$ cat src/rtl/video_position_tracker.sv
// video_position_tracker: tracks line/dot position of the visible pixel within a video field.
// Define VIDEO_POSITION_TRACKER_FIELD_PARITY_EN to enable the toggling fieldParity output.
module video_position_tracker #(
   parameter int DOTS_PER_LINE    = 720,
   parameter int LINES_PER_FIELD  = 288,
   parameter int DOT_WIDTH        = 10,
   parameter int LINE_WIDTH       = 10,
   parameter bit VSYNC_ACTIVE_LOW = 1'b1
) (
   input  logic                  pixelClockX6,
   input  logic                  nReset,
   input  logic                  pixelClockX1_en,
   input  logic                  displayEnabled,
   input  logic                  vSync,
   output logic [LINE_WIDTH-1:0] fieldLine,
   output logic [DOT_WIDTH-1:0]  fieldLineDot,
   output logic                  posValid,
   output logic                  lineStart,
   output logic                  fieldStart,
   output logic                  overrun,
   output logic                  fieldParity
);
   localparam logic [DOT_WIDTH-1:0]  DOT_MAX  = DOT_WIDTH'(DOTS_PER_LINE - 1);
   localparam logic [LINE_WIDTH-1:0] LINE_MAX = LINE_WIDTH'(LINES_PER_FIELD - 1);

   typedef enum logic [1:0] {SYNC_WAIT, ACTIVE, BLANK} state_t;

   state_t                  state, state_nxt;
   logic                    vs_act, vs_prev, vs_edge;
   logic                    line_full, line_full_nxt;
   logic [LINE_WIDTH-1:0]   line_nxt;
   logic [DOT_WIDTH-1:0]    dot_nxt;
   logic                    pos_valid_nxt, line_start_nxt, overrun_nxt;

   assign vs_act  = VSYNC_ACTIVE_LOW ? ~vSync : vSync;
   assign vs_edge = vs_act & ~vs_prev;

   always_ff @(posedge pixelClockX6 or negedge nReset)
      if (!nReset)
         state <= SYNC_WAIT;
      else if (pixelClockX1_en)
         state <= state_nxt;

   always_comb
      state_nxt = vs_act                              ? BLANK  :
                  (state == BLANK  &&  displayEnabled) ? ACTIVE :
                  (state == ACTIVE && !displayEnabled) ? BLANK  : state;

   // line_full marks that the last permitted line has ended; only a further line counts as overrun
   always_comb begin
      line_nxt       = fieldLine;
      dot_nxt        = fieldLineDot;
      pos_valid_nxt  = 1'b0;
      line_start_nxt = 1'b0;
      overrun_nxt    = overrun;
      line_full_nxt  = line_full;
      if (vs_act) begin
         line_nxt      = '0;
         dot_nxt       = '0;
         overrun_nxt   = 1'b0;
         line_full_nxt = 1'b0;
      end else if (state == BLANK && displayEnabled) begin
         dot_nxt        = '0;
         pos_valid_nxt  = ~line_full;
         line_start_nxt = ~line_full;
         overrun_nxt    = overrun | line_full;
      end else if (state == ACTIVE && displayEnabled) begin
         if (fieldLineDot == DOT_MAX)
            overrun_nxt = 1'b1;
         else begin
            dot_nxt       = fieldLineDot + 1'b1;
            pos_valid_nxt = ~line_full;
         end
      end else if (state == ACTIVE) begin
         dot_nxt = '0;
         if (fieldLine == LINE_MAX)
            line_full_nxt = 1'b1;
         else
            line_nxt = fieldLine + 1'b1;
      end
   end

   always_ff @(posedge pixelClockX6 or negedge nReset)
      if (!nReset) begin
         vs_prev      <= 1'b0;
         fieldLine    <= '0;
         fieldLineDot <= '0;
         posValid     <= 1'b0;
         lineStart    <= 1'b0;
         fieldStart   <= 1'b0;
         overrun      <= 1'b0;
         line_full    <= 1'b0;
      end else if (pixelClockX1_en) begin
         vs_prev      <= vs_act;
         fieldLine    <= line_nxt;
         fieldLineDot <= dot_nxt;
         posValid     <= pos_valid_nxt;
         lineStart    <= line_start_nxt;
         fieldStart   <= vs_edge;
         overrun      <= overrun_nxt;
         line_full    <= line_full_nxt;
      end

`ifdef VIDEO_POSITION_TRACKER_FIELD_PARITY_EN
   always_ff @(posedge pixelClockX6 or negedge nReset)
      if (!nReset)
         fieldParity <= 1'b0;
      else if (pixelClockX1_en && vs_edge)
         fieldParity <= ~fieldParity;
`else
   assign fieldParity = 1'b0;
`endif
endmodule

$ cat config.mk
export PLATFORM = sky130hd
export DESIGN_NAME = video_position_tracker
export DESIGN_NICKNAME = d
export VERILOG_FILES = /design/src/rtl/video_position_tracker.sv
export SDC_FILE = /design/constraint.sdc
export NUM_CORES = 1
export LEC_CHECK = 0
export CAP_MARGIN = 5
export CORE_MARGIN = 2
export CORE_UTILIZATION = 50
export CTS_CLUSTER_SIZE = 40
export DETAILED_ROUTE_END_ITERATION = 10
export GPL_TIMING_DRIVEN = 0
export PLACE_DENSITY = 0.77
export SLEW_MARGIN = 20
export SYNTH_ARGS = -nofsm -noshare
export SYNTH_HDL_FRONTEND = slang
export SYNTH_SLANG_ARGS = --single-unit
export TNS_END_PERCENT = 30
$ cat constraint.sdc
create_clock -name pixelClockX6 -period 3.3 [get_ports pixelClockX6]
set_input_delay 0.33 -clock pixelClockX6 [delete_from_list [all_inputs] [get_ports pixelClockX6]]
set_output_delay 0.33 -clock pixelClockX6 [all_outputs]
set_load 0.02 [all_outputs]
==> out/summary.txt, run 1 <==
Outcome: finished with violations
Failing checks: negative hold slack
Worst Setup End Kind: flip-flop
Vias per inst: 6.050
Worst VDD drop: 235.9 uV
R2r endpoint: fieldLine[0]
Die Ht: 60.04 um
Required time of the worst setup path: 3.54 ns
Ys async rst share: 100.0%
1st-iter DRT viols: 80
Hold Vio Cnt, Final: 28
Post-synth EDFFs: 0
Dpl cell area: 0.001881 mm2
Post-Syn Nets: 171
Worst slew pin tran: 0.6167 ns
Floorplan row count: 20
Post-route antenna net violation count: 0
Starting Density: 51.86%
Top_reg_cell synth: dfrtp_1
Routed vias: 1,440
WL final: 3636 um
Sw power: 181.8 uW
Yosys cell types: 51
P_int: 468.8 uW
Grt met2 use: 33.07%
Top cells by area, synth: dfrtp_1 (45%), nand2_1 (3.1%), o21ai_0 (2.9%)
Yosys reg bits: 28
Post-CTS setup buffers: 0
R2R depth: 5
Met3 GRT Util: 3.896%
Max H-tree Level: 1
Clock sink count: 28
Gr busiest metal: met2
Core area: 0.003028 mm2
Post-synth top cells: dfrtp_1 (28), nand2_1 (13), nor2_1 (10), o21ai_0 (9)
Met1 usage: 33.06%
Crit path DAT: 2.24 ns
Avg Inst Size Synth: 9.575 um2
CP Cell Sequence: ha_1 > nand4_1 > nor3_4 > mux2i_1 > a211o_1
Buf/Inv on CP: 0
WHS: -0.01881 ns
Synth top area share: 44.62%
Syn-to-layout area delta: 22.07%
Crit path from: fieldLine[0]
Mapped Cells: 164
Area leader, netlist: dfrtp_1
Gate power share: 15.5%
Max-slew violation count: 0
RSZ-0062 raised after global routing: false
Max Freq: 0.5001 GHz
Cell area after layout: 0.001917 mm2
CTS tree: done
Overall global routing resource usage: 22.02%
Slew headroom: 58.89%
Hold Buf Count CTS: 0
Grt total ovfl: 0
Pwr Density: 339.4 mW/mm2
Switching Share: 27.94%
Antenna violations before repair: 0
Final core utilization: 63.31%
Final nets: 202
Slowest stage delay, CP: 0.48 ns
Synthesis Warnings: 0
Sequential area share after synthesis: 44.62%
IO buf count: 26
N_diodes: 0
Die ar.: 0.003605 mm2
Die width: 60.04 um
Post-cts resize count: 0
Post-Syn Area: 0.001570 mm2
FF-to-FF Start: fieldLine[0]
Detailed Routing Iterations Pass 1: 4
Post-DR wirelength/cell: 15.28 um
Ports: 30
Top delay family on crit path: simple AND/OR/NAND/NOR gates
Setup_tns: 0 ns
Period minus WS final: 2.000 ns
Tightest Hold Check Type: primary input to asynchronous set/reset pin
Largest net degree at the start of global routing: 29
Placer Congestion: 0.8118
Max Cap Violations: 0
Post-Layout Cell Count: 238
Clock tree buffer depth: 2
Layout cell share with drive strength beyond 1: 7.732%
Worst reg-to-reg setup slack: 1.30 ns
CTS Buf Count: 3
Placed Instances: 234
Count leader, synth: dfrtp_1
Pre-CTS setup slack: 1.127 ns
Pleak: 0.7594 nW
First-pass GRT wire length: 6051 um
# setup viols final: 0
Crit-path max FO: 10
Remaining DRCs: 0
Tcrit/Tclk final: 60.59%
Post-route worst setup slack: 1.300 ns
CP startpoint kind: flip-flop
Clk_skew: 0.006216 ns
Clk Latency, worst-skew pair: 0.33 ns
Vias in the first global route: 1,289
Hpwl dp: 2578 um
Setup CP Type: flip-flop to flip-flop
Clk slew on worst S/H paths: 0.15 ns
CP max stage cell: dfrtp_1
Clock power share: 26.4%
Seq pwr share: 58.1%
CTS root buf: clkbuf_4
## cells by family after synthesis
| kind of cell | share of synthesized area [%] |
|---|---|
| and+or+nand+nor | 25.82 |
| adders and majority gates | 1.593 |
| xor gates and xnor gates | 2.231 |
| buffers and inverters | 3.984 |
| AOI/OAI and AO/OA | 20.24 |
| other | 0.2388 |
| muxes | 1.275 |
| DFF | 44.62 |
## state kept, by name, indices dropped and copies added, names as in the netlist
signal and cells:
fieldLineDot 10, fieldLine 10, state 2, fieldStart 1, lineStart 1, line_full 1
overrun 1, posValid 1, vs_prev 1
## worst register-to-register path, delay by kind of cell (launching register included)
family                     cells  cell delay (ns)
AOI/OAI and AO/OA              1             0.27
adders and majority gates      1             0.24
DFF                            1             0.48
muxes                          1             0.13
and+or+nand+nor                2             0.78
## per-stage QoR
stage | hold slack [ns] | power (mW)
after floorplan | 0.03441 | 0.4406
after global placement | 0.4273 | 0.4812
after detailed placement | 0.3869 | 0.4846
after CTS | 0.006762 | 0.6527
after global routing | 0.02666 | 0.6785
final | -0.01881 | 0.6507
## metal layers
layer / part of all wire (%) / vias to the layer above / routed length, um
met4: 0.22 / 0 / 8
met1: 49 / 707 / 1765
met3: 4.8 / 2 / 174
met2: 46 / 51 / 1687
met5: 0 / - / 0
li1: - / 680 / -
## area by class of cell
| class | count | area (um2) |
|---|---|---|
| Inverter | 7 | 26.28 |
| Buffer | 8 | 36.28 |
| Tap cell | 44 | 55.05 |
| Fill cell | 277 | 1111 |
| Timing Repair Buffer | 26 | 255.2 |
| Clock buffer | 4 | 36.28 |
| Multi-Input combinational cell | 121 | 807.0 |
| Sequential cell | 28 | 700.7 |
## worst max path at each step
stage,slack [ns],cells past startpoint,to
6_report,1.30,5,fieldLine[0]
5_1_grt,1.17,5,fieldLine[6]
4_1_cts,1.33,5,fieldLine[0]
3_5_place_dp,1.13,5,fieldLineDot[0]
3_3_place_gp,1.19,5,fieldLineDot[1]
2_1_floorplan,1.48,5,fieldLine[0]
## layout by cell type (no fill, tap or decap), types with 3 or more instances in the layout
cell type,instances
a21oi_1,5
a31oi_1,7
clkbuf_1,5
clkbuf_4,3
clkdlybuf4s50_1,25
dfrtp_1,28
inv_1,7
nand2_1,13
nand3_1,6
nand3b_1,3
nand4_1,5
nor2_1,10
nor3_1,3
nor4_1,5
o21a_1,3
o21ai_0,9
o2bb2ai_1,3
or3_1,5
xnor2_1,3
## power by group through the flow
| stage | registers, mW | logic [mW] | clock network (mW) |
|---|---|---|---|
| 5_1_grt | 0.380 | 0.111 | 0.187 |
| 3_5_place_dp | 0.384 | 0.100 | 0 |
| 2_1_floorplan | 0.392 | 0.0486 | 0 |
| 6_report | 0.378 | 0.101 | 0.172 |
| 4_1_cts | 0.378 | 0.101 | 0.174 |
| 3_3_place_gp | 0.382 | 0.0991 | 0 |
Power figures use the tool's default switching activity.
==> run 2: changes to the inputs <==
- clock period: 3.3 -> 2.1 ns (I/O delays scaled with it)
==> run 2 against run 1 <==
The flow now finishes without violations; clock power increased by 57%; register-to-register slack worse by 1.1 ns; critical path depth did not move; combinational power up 57%; sequential share of layout area down 0.19 points; count of clock-buffer cells in the layout stayed put.
==> out/summary.txt, run 2 (synthesis gave the netlist of run 1 again) <==
Outcome: complete, no violations (was finished with violations)
R2r endpoint: fieldLine[0] (unchanged)
Hold Path Depth: 2
Overall global routing resource usage: 22.02% (unchanged)
Max H-tree Level: 1 (unchanged)
Post-DR wirelength/cell: 15.19 um (was 15.28 um)
Period minus WS final: 1.946 ns (was 2.000 ns)
Post-route worst setup slack: 0.1541 ns (was 1.300 ns)
# setup viols final: 0 (unchanged)
Most frequent cells in the layout: dfrtp_1 (28), clkdlybuf4s50_1 (25), nand2_1 (13), nor2_1 (10), o21ai_0 (9) (unchanged)
Hold Vio Cnt, Final: 0 (was 28)
Grt total ovfl: 0 (unchanged)
Floorplan row count: 20 (unchanged)
Max Cap Violations: 0 (unchanged)
1st-iter DRT viols: 104 (was 80)
Most common cell after layout, fill and taps aside: dfrtp_1 (unchanged)
Antenna violations before repair: 0 (unchanged)
Cell area after layout: 0.001927 mm2 (was 0.001917 mm2)
Pleak: 0.7636 nW (was 0.7594 nW)
Core area: 0.003028 mm2 (unchanged)
Sw power: 285.2 uW (was 181.8 uW)
Setup_tns: 0 ns (unchanged)
Die width: 60.04 um (unchanged)
Crit path DAT: 2.19 ns (was 2.24 ns)
Clk_skew: 0.006144 ns (was 0.006216 ns)
Worst reg-to-reg setup slack: 0.15 ns (was 1.30 ns)
Clock sink count: 28 (unchanged)
Routed vias: 1,448 (was 1,440)
R2R depth: 5 (unchanged)
Post-route antenna net violation count: 0 (unchanged)
Hpwl dp: 2578 um (unchanged)
CTS tree: done (unchanged)
Remaining DRCs: 0 (unchanged)
Total power: 1.023 mW (was 650.7 uW)
WHS Endpoint: fieldLine[7]
Pre-CTS setup slack: 0.04692 ns (was 1.127 ns)
Max-slew violation count: 0 (unchanged)
Largest net degree at the start of global routing: 29 (unchanged)
Die ar.: 0.003605 mm2 (unchanged)
Gate power share: 15.6% (was 15.5%)
Clock power share: 26.4% (about the same)
CP startpoint kind: flip-flop (unchanged)
Slowest stage delay, CP: 0.48 ns (about the same)
RSZ-0062 raised after global routing: false (unchanged)
Setup CP Type: flip-flop to flip-flop (unchanged)
WHS: 0.1978 ns (was -0.01881 ns)
Tcrit/Tclk final: 92.66% (was 60.59%)
First-pass GRT wire length: 6051 um (unchanged)
CTS root buf: clkbuf_4 (unchanged)
Syn-to-layout area delta: 22.71% (was 22.07%)
Placer Congestion: 0.8118 (unchanged)
Vias in the first global route: 1,289 (unchanged)
FF-to-FF Start: fieldLine[0] (unchanged)
Dpl cell area: 0.001881 mm2 (unchanged)
Die Ht: 60.04 um (unchanged)
Vias per inst: 6.059 (was 6.050)
Worst VDD drop: 370.5 uV (was 235.9 uV)
Slew headroom: 59.06% (was 58.89%)
Crit-path max FO: 10 (unchanged)
Tightest Hold Check Type: primary input to flip-flop (was primary input to asynchronous set/reset pin)
Worst Setup End Kind: flip-flop (unchanged)
Hold_sp: pixelClockX1_en
WL final: 3631 um (was 3636 um)
Worst slew pin tran: 0.6142 ns (was 0.6167 ns)
N_diodes: 0 (unchanged)
CP Cell Sequence: ha_1 > nand4_1 > nor3_4 > mux2i_1 > a211o_1 (unchanged)
Max Freq: 0.5139 GHz (was 0.5001 GHz)
Top delay family on crit path: simple AND/OR/NAND/NOR gates (unchanged)
CTS Buf Count: 3 (unchanged)
Detailed Routing Iterations Pass 1: 4 (unchanged)
Required time of the worst setup path: 2.34 ns (was 3.54 ns)
Biggest registers after layout: fieldLineDot (10), fieldLine (10), state (2) (unchanged)
Starting Density: 51.86% (unchanged)
Clk Latency, worst-skew pair: 0.33 ns (about the same)
CP max stage cell: dfrtp_1 (unchanged)
Final nets: 203 (was 202)
Buf/Inv on CP: 0 (unchanged)
Clock tree buffer depth: 2 (unchanged)
Layout cell share with drive strength beyond 1: 7.692% (was 7.732%)
IO buf count: 26 (unchanged)
Post-CTS setup buffers: 0 (unchanged)
Post-cts resize count: 0 (unchanged)
P_int: 738.0 uW (was 468.8 uW)
Ports: 30 (unchanged)
Switching Share: 27.87% (was 27.94%)
Seq pwr share: 58.1% (about the same)
Pwr Density: 531.0 mW/mm2 (was 339.4 mW/mm2)
Clk slew on worst S/H paths: 0.15 ns (about the same)
==> run 2: changes by cell type in the layout (fill, tap and decap cells not counted) <==
cell	previous run	this run
dlygate4sd3_1	0	1
==> run 2: what timing repair did <==
item | CTS | global route
setup endpoints to repair | 0 | 1
hold endpoints to repair | 28 | 0
hold buffers | 1 | 0
==> run 2: cell type report <==
cell class                 count  area [um2]
tap                           44       55.05
timing repair buffer          27       265.3
inverter                       7       26.28
fill                         276        1101
buffer                         8       36.28
sequential                    28       700.7
clock buffer                   4       36.28
multi-input combinational    121       807.0
==> run 2: per-stage QoR <==
step                      std cells  utilization, %
final                           239           63.64
after global routing            239           63.64
after CTS                       239           63.64
after detailed placement        234           62.11
after global placement          234           62.27
after floorplan                 164               -
==> run 2: per-layer routing <==
| metal | wire (um) | global-route usage, % | up-vias |
|---|---|---|---|
| met2 | 1701 | 33.07 | 59 |
| li1 | - | - | 679 |
| met5 | 0 | 0 | - |
| met1 | 1705 | 33.06 | 708 |
| met4 | 8 | 5.079 | 0 |
| met3 | 215 | 3.896 | 2 |
==> run 2: worst max-delay path by stage <==
stage | startpoint | endpoint | slack (ns) | cells past startpoint
2_1_floorplan | fieldLine[0] | fieldLine[0] | 0.28 | 5
3_3_place_gp | displayEnabled | fieldLineDot[1] | 0.11 | 5
3_5_place_dp | displayEnabled | fieldLineDot[0] | 0.05 | 5
4_1_cts | fieldLine[0] | fieldLine[0] | 0.13 | 5
5_1_grt | fieldLine[0] | fieldLine[6] | 0.02 | 5
6_report | fieldLine[0] | fieldLine[0] | 0.15 | 5
==> run 2: power by group through the flow <==
stage	clock [mW]	sequential, mW	combinational (mW)
after floorplan	0	0.616	0.0763
after global placement	0	0.600	0.156
after detailed placement	0	0.604	0.157
after CTS	0.274	0.593	0.160
after global routing	0.294	0.598	0.176
final	0.270	0.594	0.159
==> run 3: changes to the inputs <==
- CORE_UTILIZATION: 50 -> 43
- PLACE_DENSITY: 0.77 -> 0.68
==> run 3 against run 2 <==
Via count shrank 2.1%; flip-flop and latch count is the same; sequential power is essentially flat; non-clock buffer count is the same; fmax shrank 0.31%; first-iteration DRC count grew 30%; power grew 9.3%; sequential share of layout area shrank 0.35 points; critical path type unchanged; count of clock-buffer cells in the layout shrank 1.
==> out/summary.txt, run 3 (synthesis gave the netlist of run 1 again) <==
Outcome: complete, no violations (unchanged)
Starting Density: 45.97% (was 51.86%)
Remaining DRCs: 0 (unchanged)
RSZ-0062 raised after global routing: false (unchanged)
Core area: 0.003416 mm2 (was 0.003028 mm2)
Buf/Inv on CP: 0 (unchanged)
Clk slew on worst S/H paths: 0.16 ns (was 0.15 ns)
WHS: 0.1764 ns (was 0.1978 ns)
Biggest registers after layout: fieldLineDot (10), fieldLine (10), state (2) (unchanged)
WL final: 3666 um (was 3631 um)
Max Freq: 0.5123 GHz (was 0.5139 GHz)
CP startpoint kind: flip-flop (unchanged)
Total power: 1.118 mW (was 1.023 mW)
Ports: 30 (unchanged)
Vias in the first global route: 1,366 (was 1,289)
Floorplan row count: 21 (was 20)
Layout cell share with drive strength beyond 1: 7.692% (unchanged)
CTS root buf: clkbuf_4 (unchanged)
Pwr Density: 574.7 mW/mm2 (was 531.0 mW/mm2)
Hold Path Depth: 2 (unchanged)
Clk Latency, worst-skew pair: 0.34 ns (was 0.33 ns)
Largest net degree at the start of global routing: 29 (unchanged)
Most common cell after layout, fill and taps aside: dfrtp_1 (unchanged)
1st-iter DRT viols: 135 (was 104)
Die Ht: 64.43 um (was 60.04 um)
Placer Congestion: 0.8490 (was 0.8118)
R2r endpoint: fieldLine[0] (unchanged)
Hpwl dp: 2602 um (was 2578 um)
# setup viols final: 0 (unchanged)
Die ar.: 0.004151 mm2 (was 0.003605 mm2)
Clock tree buffer depth: 2 (unchanged)
Max H-tree Level: 1 (unchanged)
Hold Vio Cnt, Final: 0 (unchanged)
CTS tree: done (unchanged)
Syn-to-layout area delta: 23.90% (was 22.71%)
Period minus WS final: 1.952 ns (was 1.946 ns)
Post-DR wirelength/cell: 15.21 um (was 15.19 um)
Post-route antenna net violation count: 0 (unchanged)
R2R depth: 4 (was 5)
Worst VDD drop: 304.0 uV (was 370.5 uV)
Detailed Routing Iterations Pass 1: 5 (was 4)
Post-CTS setup buffers: 0 (unchanged)
Setup CP Type: flip-flop to flip-flop (unchanged)
CTS Buf Count: 3 (unchanged)
Pleak: 0.7705 nW (was 0.7636 nW)
Clock sink count: 28 (unchanged)
Max-slew violation count: 0 (unchanged)
First-pass GRT wire length: 6555 um (was 6051 um)
FF-to-FF Start: fieldLine[7] (was fieldLine[0])
Vias per inst: 5.884 (was 6.059)
Final core utilization: 56.96% (was 63.64%)
Hold_sp: pixelClockX1_en (unchanged)
Worst reg-to-reg setup slack: 0.15 ns (about the same)
WHS Endpoint: fieldLine[7] (unchanged)
Required time of the worst setup path: 2.34 ns (about the same)
Worst slew pin tran: 0.6282 ns (was 0.6142 ns)
Setup_tns: 0 ns (unchanged)
Slew headroom: 58.12% (was 59.06%)
Worst Setup End Kind: flip-flop (unchanged)
Final nets: 203 (unchanged)
Max Cap Violations: 0 (unchanged)
Fill cells: 331 (was 276)
Die width: 64.43 um (was 60.04 um)
CP Cell Sequence: or4b_4 > nor3_4 > mux2i_1 > a211o_1 (was ha_1 > nand4_1 > nor3_4 > mux2i_1 > a211o_1)
N_diodes: 0 (unchanged)
Clk_skew: 0.009778 ns (was 0.006144 ns)
Most frequent cells in the layout: dfrtp_1 (28), clkdlybuf4s50_1 (25), nand2_1 (13), nor2_1 (10), o21ai_0 (9) (unchanged)
Crit-path max FO: 10 (unchanged)
Routed vias: 1,418 (was 1,448)
Antenna violations before repair: 0 (unchanged)
Crit path DAT: 2.19 ns (about the same)
Grt total ovfl: 0 (unchanged)
Tcrit/Tclk final: 92.95% (was 92.66%)
CP max stage cell: or4b_4 (was dfrtp_1)
Slowest stage delay, CP: 0.57 ns (was 0.48 ns)
Top delay family on crit path: simple AND/OR/NAND/NOR gates (unchanged)
IO buf count: 26 (unchanged)
Overall global routing resource usage: 19.63% (was 22.02%)
Tightest Hold Check Type: primary input to flip-flop (unchanged)
==> run 3: layer usage <==
metal	track usage [%]	vias up	part of all wire (%)
met3	2.778	4	2.5
met1	29.73	706	51
met4	3.989	0	0.98
met5	0	-	0
li1	-	684	-
met2	30.08	24	46
==> run 3: worst max path at each step <==
stage	to	from	slack, ns	cells past startpoint
after floorplan	fieldLine[0]	fieldLine[0]	0.28	5
after global placement	fieldLineDot[1]	displayEnabled	0.1	5
after detailed placement	fieldLine[3]	displayEnabled	0.09	6
after CTS	fieldLine[0]	fieldLine[0]	0.12	5
after global routing	fieldLine[0]	fieldLine[0]	0.02	5
final	fieldLine[0]	fieldLine[7]	0.15	4
==> run 3: stage by stage <==
stage	setup slack [ns]	instance area, um2	instances
final	0.1480	1946	241
after global routing	0.02338	1946	241
after detailed placement	0.08670	1883	236
after floorplan	0.2760	1570	164
after global placement	0.09550	1888	236
after CTS	0.1202	1946	241
==> run 3: cell type report <==
cell class                      count  area (um2)  area share, %
Multi-Input combinational cell    121       807.0          41.48
Sequential cell                    28       700.7          36.01
Timing Repair Buffer               27       265.3          13.63
Tap cell                           46       57.56          2.958
Buffer                              8       36.28          1.865
Clock inverter                      1       30.03          1.543
Inverter                            7       26.28          1.350
Clock buffer                        3       22.52          1.158
==> run 3: timing repair <==
action                                 4_1_cts  5_1_grt
setup endpoints to repair                    0        1
hold buffers                                 1        0
resized for setup                            0        0
endpoints found under the hold margin       28        0
==> run 3: report_power, final <==
group          internal [mW]  total [mW]  switching, mW  leakage [nW]
clock                  0.193       0.364          0.170        0.0279
sequential             0.562       0.596         0.0340         0.382
combinational         0.0696       0.158         0.0887         0.361
total                  0.825        1.12          0.293         0.771
==> run 3: worst reg2reg max path, cell delays in order, from the launching register on <==
cell     delay, ns
dfrtp_1       0.47
or4b_4        0.57
nor3_4        0.39
mux2i_1       0.14
a211o_1       0.28
